==> config.mk <==
export PLATFORM = sky130hd
export DESIGN_NAME = ifu_fetch_queue
export DESIGN_NICKNAME = d
export VERILOG_FILES = /design/src/rtl/mips_pkg.sv /design/src/rtl/ifu_fifo.sv /design/src/rtl/ifu_fetch_queue.sv
export SDC_FILE = /design/constraint.sdc
export NUM_CORES = 1
export LEC_CHECK = 0
export CORE_MARGIN = 2
export CORE_UTILIZATION = 52
export CTS_CLUSTER_DIAMETER = 120
export DETAILED_ROUTE_END_ITERATION = 8
export PLACE_DENSITY_LB_ADDON = 0.25
export SLEW_MARGIN = 20
export SYNTH_ARGS = -nofsm -noshare
export SYNTH_HDL_FRONTEND = slang
export SYNTH_SLANG_ARGS = --single-unit
==> constraint.sdc <==
create_clock -name clk -period 17.68 [get_ports clk]
set_clock_uncertainty 0.1 [all_clocks]
set_input_delay 3.536 -clock clk [delete_from_list [all_inputs] [get_ports clk]]
set_output_delay 3.536 -clock clk [all_outputs]
set_load 0.005 [all_outputs]
==> src/rtl/mips_pkg.sv <==
// Shared fetch-path types and constants for the MIPS front end.
package mips_pkg;

  localparam int unsigned INSTR_W = 32;
  localparam int unsigned ADDR_W  = 32;

  localparam logic [ADDR_W-1:0]  RESET_PC_DEFAULT = 32'h0000_3000;
  localparam logic [INSTR_W-1:0] NOP              = 32'h0000_0000;

  typedef struct packed {
    logic [ADDR_W-1:0]  pc;
    logic [INSTR_W-1:0] instr;
  } fetch_entry_t;

  // Word-aligned and inside [base, base+span); widened to 33 bits so base+span cannot overflow.
  function automatic logic addr_legal(input logic [ADDR_W-1:0] addr,
                                      input logic [ADDR_W-1:0] base,
                                      input logic [ADDR_W-1:0] span);
    logic [ADDR_W:0] a, lo, hi;
    a  = {1'b0, addr};
    lo = {1'b0, base};
    hi = {1'b0, base} + {1'b0, span};
    return (addr[1:0] == 2'b00) && (a >= lo) && (a < hi);
  endfunction

endpackage

==> src/rtl/ifu_fifo.sv <==
// Generic DEPTH-entry synchronous FIFO with flush; head data reads as zero when empty.
module ifu_fifo #(
  parameter int unsigned WIDTH = 64,
  parameter int unsigned DEPTH = 2
) (
  input  logic                       clk,
  input  logic                       reset,
  input  logic                       flush,
  input  logic                       push,
  input  logic                       pop,
  input  logic [WIDTH-1:0]           wdata,
  output logic [WIDTH-1:0]           rdata,
  output logic                       empty,
  output logic [$clog2(DEPTH):0]     count
);

  localparam int unsigned PTR_W = $clog2(DEPTH);
  localparam logic [PTR_W:0] FULL_CNT = (PTR_W + 1)'(DEPTH);

  logic [WIDTH-1:0] mem [DEPTH];
  logic [PTR_W-1:0] rd_ptr_q, rd_ptr_d, wr_ptr_q, wr_ptr_d;
  logic [PTR_W:0]   count_q, count_d;
  logic             do_push, do_pop;

  assign empty   = (count_q == '0);
  assign count   = count_q;
  assign do_pop  = pop & ~empty;
  assign do_push = push & ((count_q != FULL_CNT) | do_pop);
  assign rdata   = empty ? '0 : mem[rd_ptr_q];

  always_comb begin
    rd_ptr_d = rd_ptr_q;
    wr_ptr_d = wr_ptr_q;
    count_d  = count_q;
    if (flush) begin
      rd_ptr_d = '0;
      wr_ptr_d = '0;
      count_d  = '0;
    end else begin
      if (do_push) wr_ptr_d = wr_ptr_q + 1'b1;
      if (do_pop)  rd_ptr_d = rd_ptr_q + 1'b1;
      unique case ({do_push, do_pop})
        2'b10:   count_d = count_q + 1'b1;
        2'b01:   count_d = count_q - 1'b1;
        default: count_d = count_q;
      endcase
    end
  end

  always_ff @(posedge clk or posedge reset) begin
    if (reset) begin
      rd_ptr_q <= '0;
      wr_ptr_q <= '0;
      count_q  <= '0;
    end else begin
      rd_ptr_q <= rd_ptr_d;
      wr_ptr_q <= wr_ptr_d;
      count_q  <= count_d;
    end
  end

  // Storage needs no reset: reads are masked while empty.
  always_ff @(posedge clk) begin
    if (do_push && !flush) mem[wr_ptr_q] <= wdata;
  end

endmodule

==> src/rtl/ifu_fetch_queue.sv <==
// Fetch stage: PC register, imem addressing and a {pc, instr} queue towards decode.
// Optional fetch-address checking is built when IFU_ADDR_CHECK_EN is defined.
module ifu_fetch_queue
  import mips_pkg::*;
#(
  parameter logic [31:0] RESET_PC = RESET_PC_DEFAULT,
  parameter int unsigned DEPTH    = 2,
  parameter logic [31:0] IM_BYTES = 32'h0000_1000
) (
  input  logic        clk,
  input  logic        reset,
  input  logic        redirect,
  input  logic [31:0] npc_in,
  output logic [31:0] imem_addr,
  input  logic [31:0] imem_rdata,
  output logic        id_valid,
  input  logic        id_ready,
  output logic [31:0] id_pc,
  output logic [31:0] id_instr,
  output logic [31:0] pc_q,
  output logic        addr_err
);

  localparam int unsigned CNT_W = $clog2(DEPTH) + 1;
  localparam logic [CNT_W-1:0] FULL_CNT = CNT_W'(DEPTH);

  logic [31:0]      pc_d;
  logic [CNT_W-1:0] count;
  logic             empty, pop, space, push;
  fetch_entry_t     wr_entry, head;

  assign imem_addr = pc_q;
  assign id_valid  = ~empty;
  assign pop       = id_valid & id_ready;
  assign space     = (count < FULL_CNT) | pop;

  assign wr_entry.pc    = pc_q;
  assign wr_entry.instr = imem_rdata;
  assign id_pc          = head.pc;
  assign id_instr       = head.instr;

`ifdef IFU_ADDR_CHECK_EN
  logic addr_err_q, addr_err_d, attempt;

  assign attempt  = ~redirect & ~addr_err_q & space;
  assign push     = attempt & addr_legal(pc_q, RESET_PC, IM_BYTES);
  assign addr_err = addr_err_q;

  // A redirect only clears the error when it lands somewhere legal.
  always_comb begin
    addr_err_d = addr_err_q;
    if (redirect) begin
      if (addr_legal(npc_in, RESET_PC, IM_BYTES)) addr_err_d = 1'b0;
    end else if (attempt && !push) begin
      addr_err_d = 1'b1;
    end
  end

  always_ff @(posedge clk or posedge reset) begin
    if (reset) addr_err_q <= 1'b0;
    else       addr_err_q <= addr_err_d;
  end
`else
  assign push     = ~redirect & space;
  assign addr_err = 1'b0;
`endif

  always_comb begin
    pc_d = pc_q;
    if (redirect)  pc_d = npc_in;
    else if (push) pc_d = pc_q + 32'd4;
  end

  always_ff @(posedge clk or posedge reset) begin
    if (reset) pc_q <= RESET_PC;
    else       pc_q <= pc_d;
  end

  ifu_fifo #(
    .WIDTH ($bits(fetch_entry_t)),
    .DEPTH (DEPTH)
  ) u_fifo (
    .clk   (clk),
    .reset (reset),
    .flush (redirect),
    .push  (push),
    .pop   (pop),
    .wdata (wr_entry),
    .rdata (head),
    .empty (empty),
    .count (count)
  );

endmodule

# After elaboration in Yosys (flattened, before gate mapping)

Memory sizes are Yosys's and may differ from the RTL's.
Index checks and enable logic that the tools add are counted.
Widths: inputs -> output; s select.

Add/sub/neg operators: 5
Magnitude comparators: 1
Eq/ne operators: 3
Multiplexer cells: 11
Bitwise gates (word level): 8
Reduce and logical (&&, ||, !) cells: 7

Operators with widths:

| cell                  | number |
|---|---|
| $mux 32               | 2 |
| $mux 64               | 1 |
| $add 32x3->32 const B | 1 |
| $mux 1                | 6 |
| $reduce_bool 2->1     | 3 |
| $and 1x1->1           | 4 |
| $pmux 2 s2            | 1 |
| $reduce_bool 3->1     | 1 |
| $add 1x1->1 const B   | 2 |
| $add 2x1->2 const B   | 1 |
| $eq 2x1->1 const B    | 1 |
| $eq 2x2->1 const B    | 1 |
| $logic_not 2->1       | 1 |
| $lt 2x2->1 const B    | 1 |
| $mux 2                | 1 |
| $ne 2x2->1 const B    | 1 |
| $not 1->1             | 2 |
| $or 1x1->1            | 2 |
| $sub 2x1->2 const B   | 1 |
| $logic_and 1x1->1     | 1 |
| $logic_not 1->1       | 1 |

Register bits: 36
Bits in writable memories: 128
Input bits: 68
Output and inout bits: 130
Logic and storage cells: 40
Memories kept: 1

Memories:

| name       | words | width | read ports | clocked after Yosys merged registers in | wr ports | line           | RTL |
|---|---|---|---|---|---|---|---|
| u_fifo.mem | 2     | 64    | 1          | 0                                       | 1        | ifu_fifo.sv:20 | `logic [WIDTH-1:0] mem [DEPTH];` |

# Depth between registers and ports, before layout

Gate-level depths: netlist of run 1.

Depth after elaboration: 9
Depth in mapped cells: 6

# By module

From an unflattened synthesis of run 1, not the netlist that was laid out.

Cells, all modules: 552
Area total of the unflattened synthesis: 7298.2 um^2

By module, submodules not included:

| module          | times used | cells an instance | area an instance (um^2) | sequential area each (um^2) |
|---|---|---|---|---|
| ifu_fifo        | 1          | 298               | 5104.9                  | 3943.8 |
| ifu_fetch_queue | 1          | 254               | 2193.4                  | 803.3 |

# Worst setup path after synthesis of run 1

No wires, ideal clock.

Path type: input -> register
From: input id_ready
To: memory u_fifo.mem[0][0] (enable)
Setup time: 0.578 ns
Arrival time: 8.691 ns
Data required time: 17.002 ns
Slack: 8.311 ns
Stages: 3
Path buffers: 1
Cell sequence: or2b_2 clkbuf_1 nor3b_1

Word-level cells in the longest chain between the ends: 7

Ends and longest elaborated chain:

| element                                          | line                                  | RTL |
|---|---|---|
| from (decl)                                      | ifu_fetch_queue.sv:17                 | `input logic id_ready,` |
| $and 1x1->1 *                                    | ifu_fetch_queue.sv:34                 | `assign pop = id_valid & id_ready;` |
| $or 1x1->1 / $and 1x1->1 (equally long branches) | ifu_fetch_queue.sv:35, ifu_fifo.sv:27 |  |
| $and 1x1->1 / $or 1x1->1 (equally long branches) | ifu_fetch_queue.sv:64, ifu_fifo.sv:28 |  |
| $and 1x1->1 *                                    | ifu_fifo.sv:28                        | `assign do_push = push & ((count_q != FULL_CNT) \| do_pop);` |
| $logic_and 1x1->1 *                              | ifu_fifo.sv:64                        | `if (do_push && !flush) mem[wr_ptr_q] <= wdata;` |
| $mux 1 *                                         | ifu_fifo.sv:64                        |  |
| $mux 1 (not written as such) *                   | ifu_fifo.sv:64                        |  |
| to (decl)                                        | ifu_fifo.sv:20                        |  |

Mark *: on every way between the ends. The rest lies on a longest branch, timed or not.

# Final worst setup path of run 1

From: register u_fifo.rd_ptr_q
To: output id_instr[1]

Word-level cells in the longest chain between the ends: 2

Ends and longest elaborated chain:

| element                | line                  | RTL |
|---|---|---|
| from (decl)            | ifu_fifo.sv:21        | `logic [PTR_W-1:0] rd_ptr_q, rd_ptr_d, wr_ptr_q, wr_ptr_d;` |
| from (signal assigned) | ifu_fifo.sv:56        | `rd_ptr_q <= rd_ptr_d;` |
| $mem_v2 2x64           | --                    |  |
| $mux 64                | ifu_fifo.sv:29        | `assign rdata = empty ? '0 : mem[rd_ptr_q];` |
| to (decl)              | ifu_fetch_queue.sv:19 | `output logic [31:0] id_instr,` |

Every way passes these cells.

==> results.py, run 1 <==
metrics = {
    "outcome": {
        "outcome": "complete, no violations",
    },
    "die": {
        "die_h_um": 122,
        "row_count": 42,
        "boundaryPins": 198,
        "dieWidth_um": 122,
        "core-area_um2": 13400,
        "die_area_um2": 14800,
        "start_util_pct": 53.7,
    },
    "finish": {
        "nFillCells": 929,
        "antenna-diode-count": 0,
        "drive_gt1_share_pct": 6.38,
        "nets": 778,
        "area_growth_syn_to_layout_pct": 34.7,
    },
    "routing": {
        "finalWirelength_um": 16200,
        "drcViolationCount": 0,
        "vias": 4908,
        "post_drt_wl_per_cell_um": 18.1,
        "antenna_left": 0,
        "dr.pass1.iters": 4,
        "routed_via_density": 5.47,
        "dr.first_iter.drc_count": 363,
    },
    "sta": {
        "hold_viol": 0,
        "max_freq_mhz": 167,
        "finalCritPeriodShare_pct": 33.9,
        "slew_violations": 0,
        "tns_ns": 0,
        "period_minus_slack_ns": 6.00,
        "rsz0062_at_grt": "false",
        "fin_ws_ns": 11.68,
        "slew_headroom_pct": 39.3,
        "finalSetupViolCount": 0,
        "worst_slew_pin_slew_ns": 0.910,
    },
    "grt": {
        "use_met2_pct": 38.4,
        "grt_antenna_before_repair": 0,
        "grt_usage_pct": 22.4,
        "met1_usage_pct": 28.1,
        "grt_pass1_vias": 4858,
        "top_usage_layer": "met2",
        "met3_usage_pct": 5.06,
        "grt_max_degree": 66,
        "grt_pass1_wl_um": 25000,
        "grt.overflow.total": 0,
    },
    "worst_setup_path": {
        "cp_slowest_cell": "dfrtp_4",
        "cp_cell_sequence": "buf_16 > mux2i_1 > nor2_1 > clkdlybuf4s50_1",
        "critPathArrivalTime_ns": 2.36,
        "worst_r2r_path_depth": 4,
        "cp_top_family": "flip-flops",
        "regToRegEndpoint": "imem_addr[24]",
        "worstReg2RegStart": "imem_addr[5]",
        "crit_fanout": 35,
        "worst_setup_path_end_kind": "output port",
        "crit_buf_inv": 2,
        "required_ns": 14.04,
        "worst_setup_path_start_kind": "flop",
        "crit_type": "reg -> out",
        "max_stage_delay_ns": 0.81,
        "ff2ff_setup_slack_ns": 15.03,
    },
    "synth": {
        "synth_area_um2": 7200,
        "ys_async_sr_fraction_pct": 22.0,
        "syn_avg_cell_area_um2": 13.1,
        "syn-num-nets": 620,
        "ys_types": 44,
        "ys_warn_count": 0,
        "syn_inst": 551,
        "synth-seq-cells": 164,
        "ys_seq_area_share_pct": 65.9,
        "synth_edf_count": 128,
        "synth_largest_area_cell": "edfxtp_1",
        "yosysTopAreaCellShare_pct": 53.4,
        "synth.most_common_cell": "edfxtp_1",
        "synth.area.top_cells": "edfxtp_1 (53%), dfrtp_1 (12%), mux2i_1 (9.0%), nor2_1 (4.5%), buf_4 (3.5%)",
        "synthTopCellsByCount": "edfxtp_1 (128), nor2_1 (86), mux2i_1 (65)",
        "synth_flop_cell": "edfxtp_1",
    },
    "power": {
        "max-vdd-ir-drop_v": 0.0000572,
        "power.density_nw_per_um2": 107,
        "p_leak_uw": 0.00339,
    },
    "clocking": {
        "cts-htree-levels": 4,
        "clockBufferDepth": 2,
        "clk_latency_ns": 0.42,
        "cts_hold_buf": 0,
        "tritoncts": "done",
        "cts_root_buf": "clkbuf_16",
        "cts.clk_slew.worst_paths_ns": 0.06,
        "cts_made_buffers": 17,
        "cts_resized": 0,
        "cts_setup_buffers": 0,
        "cts.sinks": 164,
    },
    "placed_design": {
        "post-place-ws_ns": 11.35,
        "port_buffers": 196,
        "place_hpwl_um": 10300,
        "place.gp.congestion": 0.846,
    },
    "hold_path": {
        "hold_end": "u_fifo.mem[1][33]",
        "hp-class": "reg -> reg",
        "hp-start": "imem_addr[1]",
        "holdPathStages": 0,
    },
    "job": {
        "maxCapViolCount": 0,
    },
}
flip-flops by register name, indices dropped and copies added (netlist names):
signal and count:
imem_addr 32, u_fifo.count 2, u_fifo.mem 128, u_fifo.rd_ptr_q 1
u_fifo.wr_ptr_q 1
report_power, final:
group / internal (uW) / switching, uW
registers: 453 / 28.8
logic: 98.9 / 70.4
clock network: 248 / 139
area by class of cell:
| type | instances | area, um^2 | area share (%) |
|---|---|---|---|
| clock buffers | 20 | 437 | 4.50 |
| inverters | 8 | 30.0 | 0.310 |
| clock inverters | 11 | 181 | 1.87 |
| flip-flops and latches | 164 | 4750 | 49.0 |
| repair buffers | 200 | 2010 | 20.7 |
| well taps | 176 | 220 | 2.27 |
| multi-input cells | 318 | 2070 | 21.4 |
per-stage QoR:
stage / hold WS, ns / cells / area (um^2) / util (%) / total power, uW
detailed placement: 0.433 / 865 / 9050 / 67.5 / 659
CTS: 0.448 / 896 / 9670 / 72.2 / 1050
global placement: 0.429 / 865 / 9050 / 67.5 / 653
floorplan: 0.404 / 551 / 7200 / - / 563
finish: 0.445 / 897 / 9700 / 72.4 / 1040
global route: 0.459 / 897 / 9700 / 72.4 / 1080
how the worst max path moves through the flow:
| stage | from | end | slack (ns) | cells past startpoint |
|---|---|---|---|---|
| final | u_fifo.rd_ptr_q | id_instr[1] | 11.68 | 4 |
| after global routing | redirect | u_fifo.mem[1][10] | 11.56 | 3 |
| after CTS | u_fifo.rd_ptr_q | id_pc[9] | 11.45 | 3 |
| after detailed placement | redirect | u_fifo.mem[1][11] | 11.35 | 3 |
| after global placement | redirect | u_fifo.mem[1][27] | 11.46 | 3 |
| after floorplan | id_ready | u_fifo.mem[0][0] | 8.31 | 3 |
kinds of logic after synthesis:
| family | count (synthesis) | share of synthesized area [%] |
|---|---|---|
| multiplexers | 68 | 9.51 |
| AO/OA/AOI/OAI | 49 | 4.57 |
| AND/OR/NAND/NOR | 189 | 13.0 |
| adder cells (fa/ha/maj) | 1 | 0.174 |
| buffers and inverters | 69 | 5.54 |
| other | 1 | 0.0521 |
| flip-flops | 164 | 65.9 |
| XOR/XNOR | 10 | 1.22 |
cell usage in the layout, fill, tap and decap left out, drive strengths merged, types with 5 or more instances in the layout:
master / instances
a22oi: 5
a31oi: 11
and2: 6
and4: 7
buf: 5
bufinv: 5
clkbuf: 20
clkdlybuf4s50: 195
clkinv: 6
dfrtp: 34
edfxtp: 128
inv: 8
mux2i: 65
nand2: 23
nand3: 19
nand4: 16
nor2: 86
nor2b: 5
o21ai: 10
o31ai: 14
or4: 9
xnor2: 6
layer usage:
layer | wire, um | part of all wire, %
met5 | 0 | 0
met4 | 256 | 1.6
met3 | 1090 | 6.7
met2 | 8250 | 51
met1 | 6600 | 41
Note: power is estimated with default switching activity, not from simulation.
==> run 2: changes to the inputs <==
Settings changed: CORE_UTILIZATION 52 to 44.
Clock period 17.68 ns to 5.5 ns, I/O delays scaled along.
==> run 2 against run 1 <==
Compared with the run above: global-route usage shrank 3.1 points; sequential cell count is the same; core utilization shrank 11 points; largest cell class unchanged; critical path type unchanged; design area grew 0.59%; total power grew to 3.2 times the previous value; register-to-register slack lost 12 ns.
==> results.py, run 2 (synthesized netlist as in run 1, its figures left out) <==
metrics = {
    "power": {
        "p_leak_uw": 0.00338,
        "power.density_nw_per_um2": 337,
        "max-vdd-ir-drop_v": 0.000220,
    },
    "worst_setup_path": {
        "worst_setup_path_start_kind": "flop",
        "worstReg2RegStart": "imem_addr[3]",
        "critPathArrivalTime_ns": 2.63,
        "required_ns": 4.30,
        "worst_setup_path_end_kind": "output port",
        "crit_fanout": 51,
        "worst_r2r_path_depth": 5,
        "crit_type": "reg -> out",
        "regToRegEndpoint": "imem_addr[18]",
        "ff2ff_setup_slack_ns": 2.88,
    },
    "job": {
        "maxCapViolCount": 0,
    },
    "die": {
        "dieWidth_um": 132,
        "die_h_um": 132,
        "die_area_um2": 17400,
        "boundaryPins": 198,
        "row_count": 46,
        "start_util_pct": 45.2,
        "core-area_um2": 15900,
    },
    "clocking": {
        "tritoncts": "done",
        "cts_hold_buf": 0,
        "clockBufferDepth": 2,
        "cts.clk_slew.worst_paths_ns": 0.06,
        "cts_root_buf": "clkbuf_16",
        "cts_made_buffers": 17,
        "cts.sinks": 164,
        "cts_setup_buffers": 0,
        "cts-htree-levels": 4,
        "clk_latency_ns": 0.42,
        "cts_resized": 0,
    },
    "outcome": {
        "outcome": "complete, no violations",
    },
    "finish": {
        "fin_cells": 940,
        "drive_gt1_share_pct": 7.04,
        "final_cell_mix": "clkdlybuf4s50_1 (195), edfxtp_1 (128), nor2_1 (85), mux2i_1 (65), dfrtp_1 (33)",
        "final_common_cell": "clkdlybuf4s50_1",
        "nFillCells": 1223,
        "largest_reg_flops": 128,
        "largest-register": "u_fifo.mem",
        "postLayoutCoreUtil_pct": 61.2,
        "design_area_um2": 9750,
        "antenna-diode-count": 0,
        "area_growth_syn_to_layout_pct": 35.5,
        "nets": 780,
    },
    "sta": {
        "period_minus_slack_ns": 3.83,
        "finalSetupViolCount": 0,
        "rsz0062_at_grt": "false",
        "hold_viol": 0,
        "slew_headroom_pct": 37.7,
        "tns_ns": 0,
        "slew_violations": 0,
        "worst_slew_pin_slew_ns": 0.934,
        "max_freq_mhz": 261,
        "finalCritPeriodShare_pct": 69.7,
        "whs_ns": 0.426,
    },
    "hold_path": {
        "hp-start": "imem_addr[1]",
        "hold_end": "u_fifo.mem[0][33]",
        "hp-class": "reg -> reg",
        "holdPathStages": 0,
    },
    "grt": {
        "grt_usage_pct": 19.3,
        "grt_antenna_before_repair": 0,
        "grt.overflow.total": 0,
        "grt_max_degree": 65,
        "grt_pass1_wl_um": 26300,
        "grt_pass1_vias": 5044,
    },
    "routing": {
        "vias": 4998,
        "dr.pass1.iters": 4,
        "drcViolationCount": 0,
        "antenna_left": 0,
        "routed_via_density": 5.32,
        "dr.first_iter.drc_count": 311,
        "finalWirelength_um": 16700,
        "post_drt_wl_per_cell_um": 17.8,
    },
    "placed_design": {
        "placed_area_um2": 9140,
        "place.gp.congestion": 0.829,
        "place_hpwl_um": 10900,
        "dp_cells": 907,
        "port_buffers": 196,
    },
}
## run 2: cell types whose count changed in the layout (fill, tap and decap cells not counted), sizes merged
cell,change
clkbuf,-1
buf,+2
clkinv,-1
clkinvlp,+5
bufinv,-2
## run 2: stage by stage
step	setup WS [ns]	power, uW
2_1_floorplan	0.841	1810
5_1_grt	1.49	3410
3_5_place_dp	1.81	2130
6_report	1.67	3280
3_3_place_gp	1.89	2110
4_1_cts	1.54	3300
## run 2: how the worst max path moves through the flow
stage	from	slack, ns	to
2_1_floorplan	id_ready	0.84	u_fifo.mem[0][0]
3_3_place_gp	id_ready	1.89	u_fifo.mem[0][22]
3_5_place_dp	id_ready	1.81	imem_addr[18]
4_1_cts	u_fifo.count[1]	1.54	id_pc[31]
5_1_grt	u_fifo.rd_ptr_q	1.49	id_pc[25]
6_report	u_fifo.rd_ptr_q	1.67	id_pc[25]
## run 2: power by group
group	internal (uW)	switching [uW]
sequential	1460	101
combinational	324	222
clock	712	469
## run 2: worst max-delay path: stages (launching register included)
cell             delay [ns]
dfrtp_4                1.01
buf_4                  0.41
mux2i_1                0.24
nor2_1                 0.06
clkdlybuf4s50_1        0.47
## run 2: routing by layer
| layer | global-route usage [%] | part of all wire (%) |
|---|---|---|
| met5 | 0 | 0 |
| met4 | 8.27 | 2.1 |
| met3 | 4.46 | 8.0 |
| met2 | 31.6 | 47 |
| met1 | 24.8 | 42 |
## run 2: final cells by class
class | instances | area, um^2 | area share, %
well taps | 216 | 270 | 2.77
flip-flops and latches | 164 | 4750 | 48.7
repair buffers | 202 | 2030 | 20.9
multi-input cells | 318 | 2080 | 21.3
clock inverters | 13 | 159 | 1.63
clock buffers | 19 | 433 | 4.44
inverters | 8 | 30.0 | 0.308
